### src/rtl/seq_comb_pipe.sv
// seq_comb_pipe: elastic pipeline of CH independent WIDTH-bit channels,
// DEPTH register stages deep, valid/ready handshake at both ends.
// The output stage data is re-derived through several combinational styles
// (continuous assign, always @(*), always_comb, gate primitives) and a
// registered checker flags any disagreement between those views.
module seq_comb_pipe #(
  parameter int WIDTH = 4,
  parameter int DEPTH = 3,
  parameter int CH    = 2
) (
  input  logic                clk,
  input  logic                rst,
  input  logic                in_valid,
  output logic                in_ready,
  input  logic [CH*WIDTH-1:0] in_data,
  output logic                out_valid,
  input  logic                out_ready,
  output logic [CH*WIDTH-1:0] out_data,
  output logic [CH*WIDTH-1:0] out_inc,
  output logic                mismatch,
  output logic [15:0]         beat_count
);

  localparam int DW = CH * WIDTH;

  // Pipeline stage state
  logic [DEPTH-1:0]         v_q;
  logic [DEPTH-1:0]         v_d;
  logic [DEPTH-1:0][DW-1:0] d_q;
  logic [DEPTH-1:0][DW-1:0] d_d;

  // Stage k may load this cycle. Unrolled form of r[k] = !v[k] || r[k+1]:
  // a stage can advance if the sink is ready or any stage from k down to the
  // output holds a bubble. Kept non-recursive so no combinational self-loop.
  wire  [DEPTH-1:0]         ready_s;

  // Output-stage views
  logic [DW-1:0] dout_s;
  logic [DW-1:0] view_a_s;
  logic [DW-1:0] view_b_s;
  logic [DW-1:0] view_c_s;
  wire  [DW-1:0] view_d_s;
  wire  [DW-1:0] view_e_s;
  wire  [DW-1:0] view_f_s;
  logic [DW-1:0] view_g_s;

  // Checker and counter state
  logic          err_s;
  logic          mismatch_q;
  logic          mismatch_d;
  logic [15:0]   beat_count_q;
  logic [15:0]   beat_count_d;

  genvar gk;
  genvar gb;
  genvar gc;

  generate
    for (gk = 0; gk < DEPTH; gk++) begin : g_ready
      assign ready_s[gk] = out_ready | ~(&v_q[DEPTH-1:gk]);
    end
  endgenerate

  // Stage advance: a ready stage loads its upstream neighbour, otherwise holds.
  always_comb begin
    v_d = v_q;
    d_d = d_q;
    if (ready_s[0]) begin
      v_d[0] = in_valid;
      d_d[0] = in_data;
    end else begin
      v_d[0] = v_q[0];
      d_d[0] = d_q[0];
    end
    for (int k = 1; k < DEPTH; k++) begin
      if (ready_s[k]) begin
        v_d[k] = v_q[k-1];
        d_d[k] = d_q[k-1];
      end else begin
        v_d[k] = v_q[k];
        d_d[k] = d_q[k];
      end
    end
  end

  // Final stage feeds every view.
  assign dout_s = d_q[DEPTH-1];

  // View A: continuous assignment copy.
  assign view_a_s = dout_s;

  // View B: classic always @(*) copy.
  always @(*) begin
    view_b_s = dout_s;
  end

  // View C: always_comb copy.
  always_comb begin
    view_c_s = dout_s;
  end

  // Views D and E: per-bit buf and self-and primitives (both propagate X).
  generate
    for (gb = 0; gb < DW; gb++) begin : g_bit
      buf u_buf (view_d_s[gb], dout_s[gb]);
      and u_and (view_e_s[gb], dout_s[gb], dout_s[gb]);
    end
  endgenerate

  // View F: per-channel increment via continuous assignment, wraps at 2^WIDTH.
  generate
    for (gc = 0; gc < CH; gc++) begin : g_inc
      assign view_f_s[gc*WIDTH +: WIDTH] = dout_s[gc*WIDTH +: WIDTH] + WIDTH'(1'b1);
    end
  endgenerate

  // View G: per-channel increment via always_comb.
  always_comb begin
    view_g_s = '0;
    for (int c = 0; c < CH; c++) begin
      view_g_s[c*WIDTH +: WIDTH] = dout_s[c*WIDTH +: WIDTH] + WIDTH'(1'b1);
    end
  end

  // Disagreement between any views; !== so views also agree while still X.
  always_comb begin
    err_s = (view_b_s !== view_a_s) |
            (view_c_s !== view_a_s) |
            (view_d_s !== view_a_s) |
            (view_e_s !== view_a_s) |
            (view_g_s !== view_f_s);
    for (int c = 0; c < CH; c++) begin
      err_s = err_s |
              (view_f_s[c*WIDTH +: WIDTH] !== (view_a_s[c*WIDTH +: WIDTH] + WIDTH'(1'b1)));
    end
  end

  // Sticky mismatch accumulates only while an output beat is present.
  always_comb begin
    if (v_q[DEPTH-1]) begin
      mismatch_d = mismatch_q | err_s;
    end else begin
      mismatch_d = mismatch_q;
    end
  end

  // Output handshake counter, saturating at all-ones.
  always_comb begin
    if (v_q[DEPTH-1] && out_ready && (beat_count_q != 16'hFFFF)) begin
      beat_count_d = beat_count_q + 16'h0001;
    end else begin
      beat_count_d = beat_count_q;
    end
  end

  // State registers with synchronous active-high reset.
  always_ff @(posedge clk) begin
    if (rst) begin
      v_q          <= '0;
      d_q          <= '0;
      mismatch_q   <= 1'b0;
      beat_count_q <= 16'h0000;
    end else begin
      v_q          <= v_d;
      d_q          <= d_d;
      mismatch_q   <= mismatch_d;
      beat_count_q <= beat_count_d;
    end
  end

  assign in_ready   = ready_s[0];
  assign out_valid  = v_q[DEPTH-1];
  assign out_data   = view_a_s;
  assign out_inc    = view_f_s;
  assign mismatch   = mismatch_q;
  assign beat_count = beat_count_q;

endmodule

### config.mk
export PLATFORM = sky130hd
export DESIGN_NAME = seq_comb_pipe
export DESIGN_NICKNAME = d
export VERILOG_FILES = /design/src/rtl/seq_comb_pipe.sv
export SDC_FILE = /design/constraint.sdc
export NUM_CORES = 1
export LEC_CHECK = 0
export CORE_ASPECT_RATIO = 1.1
export CORE_MARGIN = 5
export CORE_UTILIZATION = 44
export DETAILED_ROUTE_END_ITERATION = 16
export GPL_ROUTABILITY_DRIVEN = 0
export HOLD_SLACK_MARGIN = 0.15
export PLACE_DENSITY = 0.72
export SYNTH_ARGS = -nofsm -noshare
export SYNTH_HDL_FRONTEND = slang
export SYNTH_SLANG_ARGS = --single-unit
### constraint.sdc
create_clock -name clk -period 1.77 [get_ports clk]
set_clock_uncertainty 0.2 [all_clocks]
set_input_delay 0.354 -clock clk [delete_from_list [all_inputs] [get_ports clk]]
set_output_delay 0.354 -clock clk [all_outputs]
set_load 0.01 [all_outputs]
==> flow_summary.yaml, run 1 <==
power:
  leakage_uw: 0.00121
  pwr-share-clk: 0.395
  switchingPower_uw: 401
  finalPower_uw: 1840
  cellPowerDensity_mw_per_mm2: 656
  pwr-share-seq: 0.539
  peakVddDrop_mv: 0.634
  internal_power_uw: 1440
  pwr-share-comb: 0.067
  swShare: 0.218
synthesis:
  synth-seq-cells: 43
  synth_cell_types: 36
  syn_area_per_cell_um2: 7.98
  synth_edf_count: 0
  ys_seq_area_frac: 0.447
  syn_area_mm2: 0.00192
  synth_flop_cell: "dfxtp_1"
  syn_nets: 256
  syn-instance-count: 241
  yosysWarnings: 0
  ys_async_sr_fraction: 0
run:
  drv_cap: 0
timing:
  rsz0062_at_grt: "yes"
  finalMaxSlewViolations: 0
  hold_viol: 0
  fin_crit_ns: 1.82
  fmax_mhz: 549
  period_share: 1.03
  setup_viol: 2
  timing.final.ws_setup_ns: -0.0506
finish:
  multiInputGateArea_um2: 980
  seqCellArea_um2: 917
  stdcell_area_mm2: 0.00280
  drive_gt1_frac: 0.280
  layout_commonest_cell: "nand2_1"
  finalNetCount: 321
  diodes: 0
  area_growth_pct: 45.6
  final_cell_mix: "nand2_1 (48), a21oi_1 (37), buf_4 (34), dfxtp_1 (24), dlygate4sd2_1 (24)"
  fill_cells: 392
floorplanning:
  dieArea_mm2: 0.00580
  die_w_um: 73.1
  ios: 47
  core_mm2: 0.00425
  rows: 25
  fp.dieH_um: 79.4
  initial_utilization: 0.452
routing:
  post-route-drc-count: 0
  ant_nets: 0
  drt_iter0_drc: 90
  viasPerCell: 5.16
  drt-pass1-iter-count: 4
  routed_wl_um: 4530
  num_vias: 1862
  wl_per_cell_um: 12.6
clock_tree:
  clk_pin_slew_ns: 0.08
  clock_sink_count: 43
  ctsLongestPathBuffers: 2
  ctsHtreeMaxLevel: 2
  clk_latency_ns: 0.30
  cts_hold_buf: 0
  cts_root_buf: "clkbuf_8"
  cts_tree: "done"
  cts_made_buffers: 5
  postCtsSetupBuffers: 0
worst_setup_path:
  end_kind: "register"
  cp_slowest_cell: "or4_4"
  startpoint_type: "register"
  path_cells: "nand4_2 -> or4_4 -> or4_1 -> a21oi_1"
  path_delay_family: "simple AND/OR/NAND/NOR gates"
  crit_type: "reg -> reg"
  max_stage_delay_ns: 0.52
  arrival_ns: 1.86
  worst-path-max-fanout: 4
  crit_required_ns: 1.80
  path_buf_inv: 0
outcome:
  status: "complete, but fails checks"
  violations: "negative setup slack"
grt:
  grt_pass1_vias: 1664
  grt_usage: 0.163
  grt_first_pass_wirelength_um: 7410
  grt-ovfl-total: 0
  grt_start_max_net_pins: 44
  antenna_found_initial: 0
place:
  place.port_buffers: 45
  placed_cell_area_mm2: 0.00268
  dpl.hpwl_um: 3280
worst_hold_path:
  hp-class: "reg -> reg"
[logic make-up (layout without fill, tap and decap cells)]
logic type	count (synthesis)	in the layout	share of synthesized area
xor gates and xnor gates	4	4	0.0182
adders and majority gates	3	3	0.0195
and+or+nand+nor	106	106	0.276
AOI/OAI and AO/OA	55	55	0.158
DFF	43	43	0.447
other	1	1	0.00195
buffers and inverters	29	95	0.0787
[cell usage after synthesis, types with 3 or more instances]
master,instances,share of area
a21oi_1,38,0.099
buf_4,11,0.043
clkbuf_1,10,0.020
dfxtp_1,43,0.45
ha_1,3,0.020
inv_1,5,0.0098
nand2_1,49,0.096
nand3_1,15,0.039
nand4_1,5,0.016
nor2_1,6,0.012
nor3_1,4,0.010
nor4_1,3,0.0098
o21ai_0,6,0.016
o31ai_1,8,0.031
or3_1,3,0.0098
or4_1,7,0.027
[power groups by stage]
stage | Sequential, uW | Combinational (uW) | Clock (uW)
global placement | 1010 | 130 | 0
detailed placement | 1010 | 132 | 0
finish | 990 | 122 | 726
CTS | 990 | 124 | 743
floorplan | 1010 | 65.8 | 0
global route | 994 | 136 | 788
[metrics by stage]
stage / util / hold WS [ns] / setup slack (ns) / setup TNS [ns] / std cells
global route: 0.659 / 0.269 / -0.114 / -0.513 / 361
finish: 0.659 / 0.255 / -0.0506 / -0.0565 / 361
global placement: 0.630 / 0.238 / -0.576 / -9.03 / 353
floorplan: - / 0.229 / 0.00412 / 0 / 241
CTS: 0.650 / 0.258 / -0.0592 / -0.0592 / 361
detailed placement: 0.630 / 0.246 / -0.564 / -9.45 / 353
[worst reg2reg max path: stages, from the launching register on]
cell and delay (ns):
dfxtp_4 0.38, nand4_2 0.13, or4_4 0.52, or4_1 0.41, a21oi_1 0.13
[worst paths after layout]
check / cells past startpoint / slack (ns) / endpoint / start
worst max-delay path: 4 / -0.05 / beat_count[15]$_SDFFE_PP0P_ / beat_count[8]$_SDFFE_PP0P_
worst min register to register: 2 / 0.25 / out_data[0]$_SDFFE_PP0P_ / d_q[8]$_SDFFE_PP0P_
worst max register to register: 4 / -0.05 / beat_count[15]$_SDFFE_PP0P_ / beat_count[8]$_SDFFE_PP0P_
worst min-delay path: 2 / 0.25 / out_data[0]$_SDFFE_PP0P_ / d_q[8]$_SDFFE_PP0P_
[timing repair]
| action | 4_1_cts | 5_1_grt |
|---|---|---|
| pin swaps | 2 | 2 |
| setup endpoints to repair | 45 | 20 |
| resized for setup | 48 | 18 |
[area by class of cell]
class / count / share of cell area
multi-input combinational: 169 / 0.350
timing repair buffer: 81 / 0.250
clock inverter: 1 / 0.00179
inverter: 6 / 0.00849
sequential: 43 / 0.327
tap: 54 / 0.0241
clock buffer: 7 / 0.0384
[sequential cells by signal (all words and copies together), names as in the netlist]
name	count
d_q	16
out_data	8
beat_count	16
v_q	3
[metal layers]
| layer | share of wire | vias to the layer above | GRT usage |
|---|---|---|---|
| met3 | 0.053 | 6 | 0.0380 |
| met2 | 0.48 | 47 | 0.259 |
| li1 | - | 968 | - |
| met1 | 0.45 | 841 | 0.204 |
| met5 | 0 | - | 0 |
| met4 | 0.022 | 0 | 0.0775 |
Note: power is estimated with default switching activity, not from simulation.
==> inputs of run 2 (changes only) <==
- GPL_TIMING_DRIVEN: default -> 0
- SKIP_CTS_REPAIR_TIMING: default -> 1
==> flow_summary.yaml, run 2 (synthesized netlist as in run 1, its figures left out) <==
outcome:
  status: "complete, but fails checks"
  violations: "negative setup slack"
worst_setup_path:
  crit_type: "reg -> reg"
  arrival_ns: 1.90
  cp_slowest_cell: "or4_4"
  max_stage_delay_ns: 0.51
  worst-path-max-fanout: 5
  path_buf_inv: 2
  r2r_slack_ns: -0.10
  end_kind: "register"
  path_cells: "ha_4 -> nand3_4 -> nor4_4 -> buf_4 -> buf_6 -> or4_4 -> a21oi_2"
  crit_required_ns: 1.80
  startpoint_type: "register"
  path_delay_family: "simple AND/OR/NAND/NOR gates"
clock_tree:
  cts_tree: "done"
  clk_pin_slew_ns: 0.08
  cts_made_buffers: 5
  clk_latency_ns: 0.30
  cts_root_buf: "clkbuf_8"
  clock_sink_count: 43
  ctsLongestPathBuffers: 2
  ctsHtreeMaxLevel: 2
floorplanning:
  dieArea_mm2: 0.00580
  die_w_um: 73.1
  ios: 47
  fp.dieH_um: 79.4
  core_mm2: 0.00425
  rows: 25
  initial_utilization: 0.452
timing:
  finalMaxSlewViolations: 0
  setup_viol: 10
  timing.final.ws_setup_ns: -0.104
  period_share: 1.06
  hold_viol: 0
  fin_crit_ns: 1.87
  fmax_mhz: 534
  rsz0062_at_grt: "yes"
  whs_ns: 0.258
finish:
  stdcell_area_mm2: 0.00310
  final_cell_mix: "nand2_1 (49), a21oi_1 (33), dlymetal6s2s_1 (32), buf_4 (26), dfxtp_1 (19)"
  finalNetCount: 326
  seqCellArea_um2: 933
  layout_commonest_cell: "nand2_1"
  fill_cells: 335
  area_growth_pct: 61.2
  drive_gt1_frac: 0.327
  multiInputGateArea_mm2: 0.00110
place:
  placed_cell_area_mm2: 0.00250
  dpl.hpwl_um: 3160
  place.port_buffers: 44
routing:
  drt-pass1-iter-count: 4
  viasPerCell: 5.37
  drt_iter0_drc: 140
  post-route-drc-count: 0
  wl_per_cell_um: 14.3
  ant_nets: 0
  routed_wl_um: 5240
  num_vias: 1969
grt:
  grt-ovfl-total: 0
  grt_start_max_net_pins: 14
  grt_first_pass_wirelength_um: 7420
  grt_pass1_vias: 1630
  grt_usage: 0.160
  antenna_found_initial: 1
power:
  leakage_uw: 0.00163
  cellPowerDensity_mw_per_mm2: 613
  peakVddDrop_mv: 0.445
worst_hold_path:
  hp-class: "reg -> reg"
run:
  drv_cap: 0
[run 2: cell count changes in the layout (fill, tap and decap cells not counted), sizes merged, moves of 2 or more]
cell / delta
clkbuf: +7
dlygate4sd2: -24
buf: -4
clkdlybuf4s15: -2
dlymetal6s2s: +28
clkinv: -2
[run 2: final timing paths]
check,end,from,cells after the start
worst max register to register,beat_count[9]$_SDFFE_PP0P_,beat_count[0]$_SDFFE_PP0P_,7
worst min-delay path,d_q[3]$_SDFFE_PP0P_,d_q[3]$_SDFFE_PP0P_,2
worst max-delay path,beat_count[9]$_SDFFE_PP0P_,beat_count[0]$_SDFFE_PP0P_,7
worst min register to register,d_q[3]$_SDFFE_PP0P_,d_q[3]$_SDFFE_PP0P_,2
[run 2: per-layer routing]
layer / global-route usage / vias to the layer above / wire length, um / part of all wire
met3: 0.0392 / 7 / 281 / 0.054
met5: 0 / - / 0 / 0
met4: 0.0646 / 0 / 104 / 0.020
met1: 0.210 / 921 / 2300 / 0.44
met2: 0.249 / 61 / 2560 / 0.49
li1: - / 980 / - / -
[run 2: through the flow]
| stage | utilization | TNS (ns) | instances | worst slack (ns) | total power [uW] |
|---|---|---|---|---|---|
| after global placement | 0.588 | -20.67 | 339 | -1.21 | 1140 |
| after floorplan | - | 0 | 241 | 0.00412 | 1080 |
| after detailed placement | 0.588 | -21.18 | 339 | -1.22 | 1140 |
| after global routing | 0.729 | -1.29 | 367 | -0.153 | 1980 |
| final | 0.729 | -0.508 | 367 | -0.104 | 1900 |
| after CTS | 0.617 | -13.01 | 347 | -1.24 | 1920 |
[run 2: worst min-delay path, delay by kind of cell, from the launching register on]
| kind | cells | cell delay [ns] |
|---|---|---|
| flops | 1 | 0.32 |
| simple gates | 1 | 0.05 |
| compound gates | 1 | 0.05 |
[run 2: final cells by class]
type                    count  area share
flip-flops and latches     43       0.301
well taps                  54      0.0218
inverters                   6     0.00807
plain buffers              22      0.0508
repair buffers             64       0.222
multi-input cells         169       0.356
clock buffers               8      0.0395
diodes                      1    0.000807
[run 2: power breakdown]
group | total (uW) | switching [uW] | internal, uW
clock network | 782 | 332 | 450
logic | 131 | 61.9 | 68.6
registers | 989 | 18.6 | 970
total | 1900 | 413 | 1490
==> inputs of run 3 (changes only) <==
--- a/config.mk
+++ b/config.mk
@@ -7,5 +7,4 @@
 export LEC_CHECK = 0
 export CORE_ASPECT_RATIO = 1.1
-export CORE_MARGIN = 5
 export CORE_UTILIZATION = 44
 export DETAILED_ROUTE_END_ITERATION = 16
@@ -14,5 +13,4 @@
 export HOLD_SLACK_MARGIN = 0.15
 export PLACE_DENSITY = 0.72
-export SKIP_CTS_REPAIR_TIMING = 1
 export SYNTH_ARGS = -nofsm -noshare
 export SYNTH_HDL_FRONTEND = slang
==> constraint.sdc (replaced) <==
create_clock -name clk -period 1.77 [get_ports clk]
set_clock_uncertainty 0.2 [all_clocks]
set_input_delay 0.4425 -clock clk [delete_from_list [all_inputs] [get_ports clk]]
set_output_delay 0.4425 -clock clk [all_outputs]
set_load 0.01 [all_outputs]
==> flow_summary.yaml, run 3 (synthesized netlist as in run 1, its figures left out) <==
outcome:
  status: "complete, but fails checks"
  violations: "negative setup slack"
grt:
  grt_first_pass_wirelength_um: 7740
  antenna_found_initial: 0
  grt_start_max_net_pins: 14
  grt_pass1_vias: 1613
  grt_usage: 0.216
  grt-ovfl-total: 0
finish:
  layout_commonest_cell: "nand2_1"
  finalNetCount: 329
  stdcell_area_mm2: 0.00296
  area_growth_pct: 53.6
  final_cell_mix: "nand2_1 (47), a21oi_1 (34), buf_4 (30), dlygate4sd2_1 (25), dfxtp_4 (19)"
  diodes: 0
  drive_gt1_frac: 0.375
clock_tree:
  clock_sink_count: 43
  cts_tree: "done"
  cts_root_buf: "clkbuf_8"
  clk_pin_slew_ns: 0.08
  cts_hold_buf: 0
  ctsLongestPathBuffers: 2
  cts_made_buffers: 5
  ctsHtreeMaxLevel: 2
  clk_latency_ns: 0.30
routing:
  routed_wl_um: 5110
  viasPerCell: 5.38
  drt_iter0_drc: 129
  post-route-drc-count: 0
  wl_per_cell_um: 13.9
  drt-pass1-iter-count: 4
  num_vias: 1974
  ant_nets: 0
worst_hold_path:
  hp-class: "in -> reg"
  hold_path_depth: 2
timing:
  hold_viol: 0
  fmax_mhz: 525
  finalMaxSlewViolations: 0
  rsz0062_at_grt: "yes"
  timing.final.ws_setup_ns: -0.135
  period_share: 1.08
  fin_crit_ns: 1.91
  setup_viol: 14
  whs_ns: 0.158
power:
  cellPowerDensity_mw_per_mm2: 589
  peakVddDrop_mv: 0.512
  leakage_uw: 0.00121
floorplanning:
  fp.dieH_um: 71.4
  core_mm2: 0.00408
  die_w_um: 65.1
  initial_utilization: 0.471
  ios: 47
  rows: 24
  dieArea_mm2: 0.00464
worst_setup_path:
  path_cells: "nor2b_4 -> and3_4 -> buf_8 -> inv_8 -> buf_6"
  end_kind: "output port"
  cp.depth: 5
  arrival_ns: 1.26
  path_buf_inv: 3
  crit_required_ns: 1.13
  r2r_slack_ns: -0.09
  path_delay_family: "flip-flops"
  crit_type: "reg -> out"
  cp_slowest_cell: "dfxtp_4"
  max_stage_delay_ns: 0.36
  worst-path-max-fanout: 9
  rr_worst_depth: 5
  startpoint_type: "register"
place:
  place_ws_ns: -1.03
  dpl.hpwl_um: 2970
  place.port_buffers: 44
  placed_cell_area_mm2: 0.00248
run:
  drv_cap: 0
==> run 3: area by class of cell <==
type / instances / area [um^2]
multi-input combinational: 169 / 1100
clock buffer: 6 / 72.6
clock inverter: 2 / 11.3
fill: 321 / 1130
timing repair buffer: 68 / 583
sequential: 43 / 940
inverter: 6 / 30.0
tap: 52 / 65.1
buffer: 21 / 155
==> run 3: final timing paths <==
| path | startpoint | endpoint |
|---|---|---|
| setup / recovery | v_q[2]$_SDFFE_PP0P_ | in_ready |
| setup reg to reg | v_q[2]$_SDFFE_PP0P_ | beat_count[15]$_SDFFE_PP0P_ |
| hold / removal | rst | beat_count[14]$_SDFFE_PP0P_ |
| hold reg to reg | d_q[2]$_SDFFE_PP0P_ | d_q[2]$_SDFFE_PP0P_ |
==> run 3: stage by stage <==
step / setup TNS (ns) / util / instances / power (uW)
6_report: -0.696 / 0.724 / 367 / 1740
4_1_cts: -0.467 / 0.685 / 363 / 1740
3_3_place_gp: -21.92 / 0.608 / 337 / 1150
5_1_grt: -2.17 / 0.724 / 367 / 1810
3_5_place_dp: -22.40 / 0.608 / 337 / 1150
2_1_floorplan: -0.0658 / - / 241 / 1080
==> run 3: where the power goes <==
group / leakage [uW] / switching (uW) / total, uW / internal, uW
Sequential: 0.000369 / 18.9 / 986 / 967
Clock: 0.0000455 / 337 / 614 / 277
Combinational: 0.000791 / 67.1 / 141 / 74.1
==> run 3: timing repair <==
item	4_1_cts	5_1_grt
gates resized for setup	108	40
endpoints found under the setup margin	76	39
cloned	2	0
pin swaps	14	13
buffers inserted	17	5
==> run 3: layer usage <==
layer | routed length [um] | share of wire | up-vias | global-route usage
li1 | - | - | 981 | -
met3 | 251 | 0.049 | 5 | 0.0510
met1 | 2290 | 0.45 | 929 | 0.296
met4 | 65 | 0.013 | 0 | 0.0700
met5 | 0 | 0 | - | 0
met2 | 2500 | 0.49 | 59 | 0.333
